<file path="src/rtl/m_fwd_producer_reg_pkg.sv">
// Shared encodings and widths for the forwarding producers and consumers.
// Also holds the Tnew ageing rule used by the pipeline registers.
package m_fwd_producer_reg_pkg;

  localparam int TNEW_W = 2;
  localparam int REG_W  = 5;
  localparam int OP_W   = 3;

  localparam logic [OP_W-1:0] WD_ALU  = 3'b000;
  localparam logic [OP_W-1:0] WD_DM   = 3'b001;
  localparam logic [OP_W-1:0] WD_LINK = 3'b010;

  // One stage closer to ready, saturating at zero.
  function automatic logic [TNEW_W-1:0] tnew_age(input logic [TNEW_W-1:0] tnew);
    logic [TNEW_W-1:0] aged;
    if (tnew == {TNEW_W{1'b0}}) begin
      aged = {TNEW_W{1'b0}};
    end else begin
      aged = tnew - TNEW_W'(1);
    end
    return aged;
  endfunction

endpackage

</file>
<file path="src/rtl/m_fwd_producer_reg_fwd_src_sel.sv">
// Forward value and validity derived from a producer stage's registered fields.
// Stage-agnostic, so the W-stage producer register can reuse it.
module m_fwd_producer_reg_fwd_src_sel
  import m_fwd_producer_reg_pkg::*;
#(
  parameter int DW       = 32,
  parameter int LINK_OFS = 8
) (
  input  logic [DW-1:0]     pc_i,
  input  logic [DW-1:0]     alu_i,
  input  logic [REG_W-1:0]  a3_i,
  input  logic              regwrite_i,
  input  logic [TNEW_W-1:0] tnew_i,
  input  logic [OP_W-1:0]   grfwdop_i,
  output logic [DW-1:0]     fwd_data_o,
  output logic              fwd_valid_o
);

  // Link writes are ready as soon as PC is known; $0 is never forwarded.
  always_comb begin
    fwd_data_o  = alu_i;
    fwd_valid_o = 1'b0;
    if (grfwdop_i == WD_LINK) begin
      fwd_data_o = pc_i + DW'(LINK_OFS);
    end else begin
      fwd_data_o = alu_i;
    end
    fwd_valid_o = regwrite_i && (a3_i != {REG_W{1'b0}}) &&
                  ((tnew_i == {TNEW_W{1'b0}}) || (grfwdop_i == WD_LINK));
  end

endmodule

</file>
<file path="src/rtl/m_fwd_producer_reg.sv">
// E/M pipeline register with the M-stage forwarding-producer outputs.
// flush inserts a bubble (all zero) and overrides en; en=0 freezes the stage, Tnew included.
module m_fwd_producer_reg
  import m_fwd_producer_reg_pkg::*;
#(
  parameter int DW       = 32,
  parameter int LINK_OFS = 8
) (
  input  logic              clk,
  input  logic              reset,
  input  logic              en,
  input  logic              flush,
  input  logic [DW-1:0]     E_PC,
  input  logic [DW-1:0]     E_ALUout,
  input  logic [DW-1:0]     E_RTdata,
  input  logic [REG_W-1:0]  E_A3,
  input  logic              E_RegWrite,
  input  logic [TNEW_W-1:0] E_Tnew,
  input  logic [OP_W-1:0]   E_GRFWDop,
  output logic [DW-1:0]     M_PC,
  output logic [DW-1:0]     M_ALUout,
  output logic [DW-1:0]     M_RTdata,
  output logic [REG_W-1:0]  M_A3,
  output logic              M_RegWrite,
  output logic [TNEW_W-1:0] M_Tnew,
  output logic [OP_W-1:0]   M_GRFWDop,
  output logic [DW-1:0]     M_fwd_data,
  output logic              M_fwd_valid
);

  logic [DW-1:0]     pc_q,  pc_d;
  logic [DW-1:0]     alu_q, alu_d;
  logic [DW-1:0]     rt_q,  rt_d;
  logic [REG_W-1:0]  a3_q,  a3_d;
  logic              rw_q,  rw_d;
  logic [TNEW_W-1:0] tnew_q, tnew_d;
  logic [OP_W-1:0]   op_q,  op_d;

  // Next-state selection: flush beats en, otherwise hold.
  always_comb begin
    pc_d   = pc_q;
    alu_d  = alu_q;
    rt_d   = rt_q;
    a3_d   = a3_q;
    rw_d   = rw_q;
    tnew_d = tnew_q;
    op_d   = op_q;
    if (flush) begin
      pc_d   = {DW{1'b0}};
      alu_d  = {DW{1'b0}};
      rt_d   = {DW{1'b0}};
      a3_d   = {REG_W{1'b0}};
      rw_d   = 1'b0;
      tnew_d = {TNEW_W{1'b0}};
      op_d   = WD_ALU;
    end else if (en) begin
      pc_d   = E_PC;
      alu_d  = E_ALUout;
      rt_d   = E_RTdata;
      a3_d   = E_A3;
      rw_d   = E_RegWrite;
      tnew_d = tnew_age(E_Tnew);
      op_d   = E_GRFWDop;
    end else begin
      tnew_d = tnew_q;
    end
  end

  // Stage registers, cleared asynchronously.
  always_ff @(posedge clk or negedge reset) begin
    if (!reset) begin
      pc_q   <= {DW{1'b0}};
      alu_q  <= {DW{1'b0}};
      rt_q   <= {DW{1'b0}};
      a3_q   <= {REG_W{1'b0}};
      rw_q   <= 1'b0;
      tnew_q <= {TNEW_W{1'b0}};
      op_q   <= WD_ALU;
    end else begin
      pc_q   <= pc_d;
      alu_q  <= alu_d;
      rt_q   <= rt_d;
      a3_q   <= a3_d;
      rw_q   <= rw_d;
      tnew_q <= tnew_d;
      op_q   <= op_d;
    end
  end

  assign M_PC       = pc_q;
  assign M_ALUout   = alu_q;
  assign M_RTdata   = rt_q;
  assign M_A3       = a3_q;
  assign M_RegWrite = rw_q;
  assign M_Tnew     = tnew_q;
  assign M_GRFWDop  = op_q;

  m_fwd_producer_reg_fwd_src_sel #(
    .DW       (DW),
    .LINK_OFS (LINK_OFS)
  ) u_fwd_src_sel (
    .pc_i        (pc_q),
    .alu_i       (alu_q),
    .a3_i        (a3_q),
    .regwrite_i  (rw_q),
    .tnew_i      (tnew_q),
    .grfwdop_i   (op_q),
    .fwd_data_o  (M_fwd_data),
    .fwd_valid_o (M_fwd_valid)
  );

endmodule

</file>
<file path="config.mk">
export PLATFORM = sky130hd
export DESIGN_NAME = m_fwd_producer_reg
export DESIGN_NICKNAME = d
export VERILOG_FILES = /design/src/rtl/m_fwd_producer_reg_pkg.sv /design/src/rtl/m_fwd_producer_reg_fwd_src_sel.sv /design/src/rtl/m_fwd_producer_reg.sv
export SDC_FILE = /design/constraint.sdc
export NUM_CORES = 1
export LEC_CHECK = 0
export ABC_AREA = 0
export CORE_MARGIN = 4
export CORE_UTILIZATION = 42
export DETAILED_ROUTE_END_ITERATION = 8
export GPL_ROUTABILITY_DRIVEN = 0
export PLACE_DENSITY = 0.93
export SLEW_MARGIN = 20
export SYNTH_ARGS = -nofsm -noshare
export SYNTH_HDL_FRONTEND = slang
export SYNTH_HIERARCHICAL = 1
export SYNTH_SLANG_ARGS = --single-unit
</file>
<file path="constraint.sdc">
create_clock -name clk -period 2.7 [get_ports clk]
set_clock_uncertainty 0.1 [all_clocks]
set_input_delay 0.54 -clock clk [delete_from_list [all_inputs] [get_ports clk]]
set_output_delay 0.54 -clock clk [all_outputs]
set_load 0.1 [all_outputs]
</file>
==> summary.txt, run 1 <==
Final layout
  • Commonest cells after routing, fill and taps aside: buf_4 (147), nor2_1 (124), clkdlybuf4s50_1 (107), mux2i_1 (105), dfrtp_1 (77)
  • # nets final: 916
  • Leading cell type in the layout, fill and taps excluded: buf_4
  • Total inserted antenna cells: 0
  • Number of fill cells: 722
  • Signed area change from the synthesized netlist to the final layout: 75.7%
  • Layout Cells excl Fill: 977
  • Layout cells sized above 1: 0.386
  • Fin util: 0.766

GRT
  • Global-route wire length before repair: 30.7 mm
  • Largest net degree at the start of global routing: 58
  • Overall global routing resource usage: 0.268
  • Number of antenna violations at the first check in global routing: 1
  • Overflow left after global routing: 0
  • Vias in the first global route: 5608

Timing
  • Final clock period utilization by the worst path: 1.08
  • Hold violation count in the final report: 0
  • Final TNS setup: -2.11 ns
  • RSZ-0062 raised after global routing: true
  • Post-layout min period: 2.91 ns
  • Final Worst Setup Slack: -0.207 ns
  • Worst slew pin tran: 0.596 ns
  • Max Freq: 0.344 GHz
  • WHS: 0.0507 ns
  • Final-report setup violation count: 17
  • Max-slew violations: 0
  • Relative max-transition margin: 0.603

Clock network
  • Post-CTS Hold Fix Bufs: 0
  • Number of CTS-inserted buffers: 9
  • Worst-Skew Late Latency: 0.35 ns
  • Root buf cell: clkbuf_16
  • Maximum level of the CTS H-tree: 3
  • Number of buffers on the longest clock path: 2
  • Clock tree from TritonCTS: done
  • Number of sinks driven by the clock tree: 107
  • Post-CTS clock slew at the launch and capture registers of the worst setup and hold paths: 0.07 ns

Power
  • Switching share of power: 0.409
  • Clock Power Share: 0.264
  • Power spent charging and discharging nets: 2130 uW
  • Maximum VDD drop: 0.000486 V
  • Portion of total power attributed to combinational logic: 0.389
  • Power per cell area: 556 nW/um^2
  • Proportion of power drawn by flip-flops and latches: 0.347
  • Power Internal: 3080 uW
  • Leakage dissipation: 0.00428 uW

Detailed routing
  • Initial DRC count: 575
  • Via count of the routed design: 5476
  • Top sig layer: met5
  • Via density per instance: 5.60
  • First-pass detailed-route iteration total: 6
  • Drt total wl: 20.9 mm
  • Count of unresolved DRC violations after routing: 0
  • Residual antenna-violating net count after detailed routing: 0
  • Met2 wire length: 10.5 mm
  • Average detailed-routed wire length per instance: 21.4 um
  • Detail Route met3 WL: 1.90 mm
  • Detailed-route wire length on metal 1: 7.44 mm

Synth
  • Number of nets produced by synthesis: 638
  • Biggest area consumer among synthesized cells: dfrtp_1
  • Synth Warn #: 6
  • Mapped cell area: 5330 sq um
  • Cell count after synthesis: 526
  • EDFF count, synth: 0
  • Netlist cell types: 37
  • Most common flop cell mapped by yosys: dfrtp_1
  • Avg Cell Area, Syn: 10.1 sq um
  • Post-synthesis async set-or-reset flop share: 1.00
  • Register bit total from synthesis: 107
  • Portion of the post-synthesis area used by sequential elements: 0.503
  • Largest cells by area after synthesis: dfrtp_1 (50%), mux2i_1 (20%), nor2_1 (8.7%)
  • Portion of synthesized cell area occupied by the leading cell type: 0.503

Floorplan
  • Number of primary I/O pins: 251
  • Core Area: 12200 sq um
  • Cell row count: 40
  • Die height: 121 um
  • Die span in x: 121 um
  • Die Footprint: 14500 sq um
  • Initial Utilization: 0.436

Setup path
  • Critical path type: register to output pin
  • Launching element type of the critical path: register
  • Data required time at the worst endpoint: 2.06 ns
  • Critical path endpoint category: output pin
  • Critical path data arrival time: 2.27 ns
  • FF-to-FF setup slack: 1.53 ns
  • Maximum fanout encountered on the critical timing path: 5

Placed design
  • DP HPWL: 13.8 mm
  • Placed Cells incl. Taps: 923
  • Port-buffer cells: 250

Hold path
  • Classification of the worst-slack hold path: primary input to async pin

Status
  • Violations in the final reports: setup timing
  • Result of the run: finished, violations left

Run
  • Maximum Capacitance Violations: 0
logic make-up after synthesis:
logic type,count (synthesis),synth area share
muxes,105,0.197
AOI/OAI and AO/OA,45,0.0522
DFF,107,0.503
adders and majority gates,1,0.00235
buffers and inverters,40,0.0411
and+or+nand+nor,215,0.183
xor gates and xnor gates,13,0.0214
final timing paths:
| check | start | end | depth (start not counted) |
|---|---|---|---|
| hold / removal | reset | M_RTdata[20] | 1 |
| max in group asynchronous | reset | M_RTdata[10] | 2 |
| setup reg to reg | M_PC[3] | M_PC[3] | 3 |
| setup / recovery | M_PC[5] | M_fwd_data[30] | 6 |
| hold reg to reg | M_RTdata[23] | M_RTdata[23] | 2 |
| min in group clk | M_RTdata[23] | M_RTdata[23] | 2 |
cells in the mapped netlist, drive strengths merged (3+ instances only):
master / count
and4: 5
dfrtp: 107
o31ai: 8
nor2: 124
mux2i: 105
nor3: 7
clkbuf: 13
nand3: 9
or4: 8
a31oi: 14
inv: 7
nand4: 9
nand2: 39
buf: 20
xor2: 3
nor4: 5
o21ai: 17
xnor2: 10
through the flow:
step / cell area (sq um) / setup WS [ns] / total power, uW
2_1_floorplan: 5820 / -0.281 / 3140
3_3_place_gp: 8540 / 0.153 / 3760
3_5_place_dp: 8540 / 0.113 / 3790
4_1_cts: 9170 / -0.108 / 5170
5_1_grt: 9360 / -0.243 / 5370
6_report: 9360 / -0.207 / 5200
cell type report:
class                           instances  area [sq um]  share of cell area
Clock buffer                           10           239              0.0255
Tap cell                              168           210              0.0225
Multi-Input combinational cell        382          3040               0.325
Clock inverter                          6          70.1             0.00749
Inverter                                7          26.3             0.00281
Timing Repair Buffer                  297          3000               0.321
Sequential cell                       107          2770               0.296
metal layers:
layer | global-route usage | vias to the layer above
met2 | 0.462 | 355
met5 | 0 | -
met3 | 0.0804 | 101
met1 | 0.306 | 2635
li1 | - | 2383
met4 | 0.123 | 2
timing repair:
item | in CTS | in global routing
cloned | 2 | 1
setup buffers | 26 | 9
pin swaps | 19 | 12
endpoints found under the setup margin | 17 | 21
gates resized for setup | 21 | 17
power by group through the flow:
stage | Clock, uW | Combinational [uW] | Sequential, uW
2_1_floorplan | 0 | 661 | 2470
3_3_place_gp | 0 | 1940 | 1820
3_5_place_dp | 0 | 1960 | 1840
4_1_cts | 1380 | 1990 | 1800
5_1_grt | 1470 | 2080 | 1820
6_report | 1370 | 2020 | 1810
flip-flops by register name, indices dropped and copies added (netlist names):
signal / flops
M_ALUout: 32
M_PC: 32
M_RTdata: 32
M_A3: 5
M_GRFWDop: 3
M_Tnew: 2
M_RegWrite: 1
critical path, cell delays in order (launching register included):
cell and delay, ns:
dfrtp_4 0.47, nand4_1 0.15, buf_6 0.17, or2_4 0.30
or4_4 0.44, a31oi_4 0.18, buf_12 0.20
Power figures use the tool's default switching activity.
==> inputs of run 2 (changes only) <==
--- a/config.mk
+++ b/config.mk
@@ -10,6 +10,7 @@
 export CORE_UTILIZATION = 42
 export DETAILED_ROUTE_END_ITERATION = 8
 export GPL_ROUTABILITY_DRIVEN = 0
+export HOLD_SLACK_MARGIN = 0.06
 export PLACE_DENSITY = 0.93
 export SLEW_MARGIN = 20
 export SYNTH_ARGS = -nofsm -noshare
==> results of run 2 <==
No change in the layout: final DEF, timing and power equal those of run 1.
==> inputs of run 3 (changes only) <==
--- a/config.mk
+++ b/config.mk
@@ -17,3 +17,4 @@
 export SYNTH_HDL_FRONTEND = slang
 export SYNTH_HIERARCHICAL = 1
 export SYNTH_SLANG_ARGS = --single-unit
+export TNS_END_PERCENT = 50
==> summary.txt, run 3 (synthesis results as in run 1) <==
GRT
  • Number of antenna violations at the first check in global routing: 2 (+1)
  • Overall global routing resource usage: 0.270 (+0.00178)
  • Largest net degree at the start of global routing: 75 (+29%)
  • Global-route wire length before repair: 30.7 mm (about the same)
  • Vias in the first global route: 5512 (-1.7%)
  • Overflow left after global routing: 0 (unchanged)

Clock network
  • Maximum level of the CTS H-tree: 3 (unchanged)
  • Number of CTS-inserted buffers: 9 (unchanged)
  • Root buf cell: clkbuf_16
  • Post-CTS clock slew at the launch and capture registers of the worst setup and hold paths: 0.08 ns (about the same)
  • Worst-Skew Late Latency: 0.35 ns (about the same)
  • Number of sinks driven by the clock tree: 107 (unchanged)
  • Post-CTS Hold Fix Bufs: 0 (unchanged)
  • Number of buffers on the longest clock path: 2 (unchanged)
  • Clock tree from TritonCTS: done

Placed design
  • Placed Cells incl. Taps: 920 (-0.33%)
  • DP HPWL: 13.8 mm (about the same)
  • Pre-CTS worst setup slack: 0.0628 ns (-0.0500 ns)
  • Port-buffer cells: 250 (unchanged)

Final layout
  • Layout cells sized above 1: 0.384 (-0.00152)
  • Layout Cells excl Fill: 977 (unchanged)
  • # nets final: 914 (-0.22%)
  • Signed area change from the synthesized netlist to the final layout: 74.9%
  • Commonest cells after routing, fill and taps aside: buf_4 (148), nor2_1 (124), clkdlybuf4s50_1 (107), mux2i_1 (105), dfrtp_1 (79)
  • Leading cell type in the layout, fill and taps excluded: buf_4

Detailed routing
  • Average detailed-routed wire length per instance: 22.6 um (+5.4%)
  • Via density per instance: 5.71 (+1.8%)
  • First-pass detailed-route iteration total: 5 (-1)
  • Via count of the routed design: 5576 (+1.8%)
  • Drt total wl: 22.0 mm (+5.4%)
  • Top sig layer: met4
  • Detail Route met3 WL: 2.01 mm (+5.7%)
  • Count of unresolved DRC violations after routing: 0 (unchanged)
  • Met2 wire length: 11.3 mm (+7.2%)
  • Initial DRC count: 510 (-11%)
  • Residual antenna-violating net count after detailed routing: 0 (unchanged)
  • Detailed-route wire length on metal 1: 7.53 mm (+1.2%)

Setup path
  • Critical path type: register to output pin
  • Launching element type of the critical path: register
  • Data required time at the worst endpoint: 2.06 ns (about the same)
  • Critical path endpoint category: output pin
  • Critical path data arrival time: 2.34 ns (+0.07 ns)
  • Maximum fanout encountered on the critical timing path: 4 (-1)
  • FF-to-FF setup slack: 1.46 ns (-0.07 ns)

Timing
  • Max Freq: 0.336 GHz (-2.4%)
  • Final Worst Setup Slack: -0.280 ns (-0.0722 ns)
  • Final TNS setup: -2.69 ns (-0.583 ns)
  • Hold violation count in the final report: 0 (unchanged)
  • Post-layout min period: 2.98 ns (+0.0722 ns)
  • Max-slew violations: 0 (unchanged)
  • Final clock period utilization by the worst path: 1.10 (+0.0267)
  • Final-report setup violation count: 19 (+2)
  • Relative max-transition margin: 0.598 (-0.00470)
  • Worst slew pin tran: 0.603 ns (+0.00705 ns)
  • RSZ-0062 raised after global routing: true

Run
  • Maximum Capacitance Violations: 0 (unchanged)

Power
  • Power Internal: 3040 uW (-1.3%)
  • Switching share of power: 0.410 (+0.00158)
  • Power spent charging and discharging nets: 2110 uW (-0.70%)
  • Proportion of power drawn by flip-flops and latches: 0.352 (+0.005)
  • Clock Power Share: 0.254 (-0.010)
  • Maximum VDD drop: 0.000381 V (-22%)
  • Power per cell area: 553 nW/um^2 (-0.66%)
  • Leakage dissipation: 0.00425 uW (-0.71%)
  • Portion of total power attributed to combinational logic: 0.394 (+0.005)

Status
  • Result of the run: finished, violations left
  • Violations in the final reports: setup timing

Hold path
  • Classification of the worst-slack hold path: primary input to async pin

Floorplan
  • Die span in x: 121 um (unchanged)
  • Die Footprint: 14500 sq um (unchanged)
  • Core Area: 12200 sq um (unchanged)
  • Cell row count: 40 (unchanged)
  • Initial Utilization: 0.436 (unchanged)
  • Number of primary I/O pins: 251 (unchanged)
  • Die height: 121 um (unchanged)
## run 3: cell type report
class	instances	area, sq um
Multi-Input combinational cell	381	3040
Timing Repair Buffer	296	2990
Fill cell	745	2900
Sequential cell	107	2770
Clock buffer	11	233
Tap cell	168	210
Clock inverter	5	53.8
Inverter	7	26.3
Antenna cell	2	5.00
## run 3: per-stage QoR
step	util	total power, uW	hold slack [ns]	area, sq um
floorplan	-	3130	0.144	5810
global placement	0.697	3750	0.405	8520
detailed placement	0.697	3790	0.414	8520
CTS	0.743	5110	0.0825	9070
global route	0.763	5300	0.105	9320
finish	0.763	5150	0.0791	9320
## run 3: critical path: stages (launching register included)
cell and delay (ns):
dfrtp_4 0.46, and4_4 0.30, nand4_1 0.28, or4_4 0.53, a31oi_4 0.21, buf_12 0.20
## run 3: worst paths after layout
check                      depth (start not counted)      start              to
min reg2reg                                        1  M_Tnew[0]       M_Tnew[0]
min in group clk                                   1  M_Tnew[0]       M_Tnew[0]
max in group asynchronous                          2      reset    M_ALUout[17]
max reg2reg                                        4    M_PC[3]         M_PC[3]
min                                                1      reset    M_ALUout[14]
max                                                5   M_PC[15]  M_fwd_data[23]
## run 3: what timing repair did
item | 4_1_cts | 5_1_grt
pin swaps | 22 | 15
gates resized for setup | 19 | 20
buffers inserted | 22 | 15
cloned | 2 | 0
setup endpoints to repair | 15 | 21
## run 3: power groups by stage
stage | Combinational [uW] | Sequential (uW) | Clock, uW
floorplan | 659 | 2470 | 0
global placement | 1930 | 1820 | 0
detailed placement | 1960 | 1830 | 0
CTS | 1990 | 1800 | 1320
global route | 2080 | 1820 | 1400
finish | 2030 | 1810 | 1310
## run 3: routing by layer
layer,GRT usage,vias up
li1,-,2376
met1,0.313,2690
met2,0.471,418
met3,0.0617,92
met4,0.129,0
met5,0,-
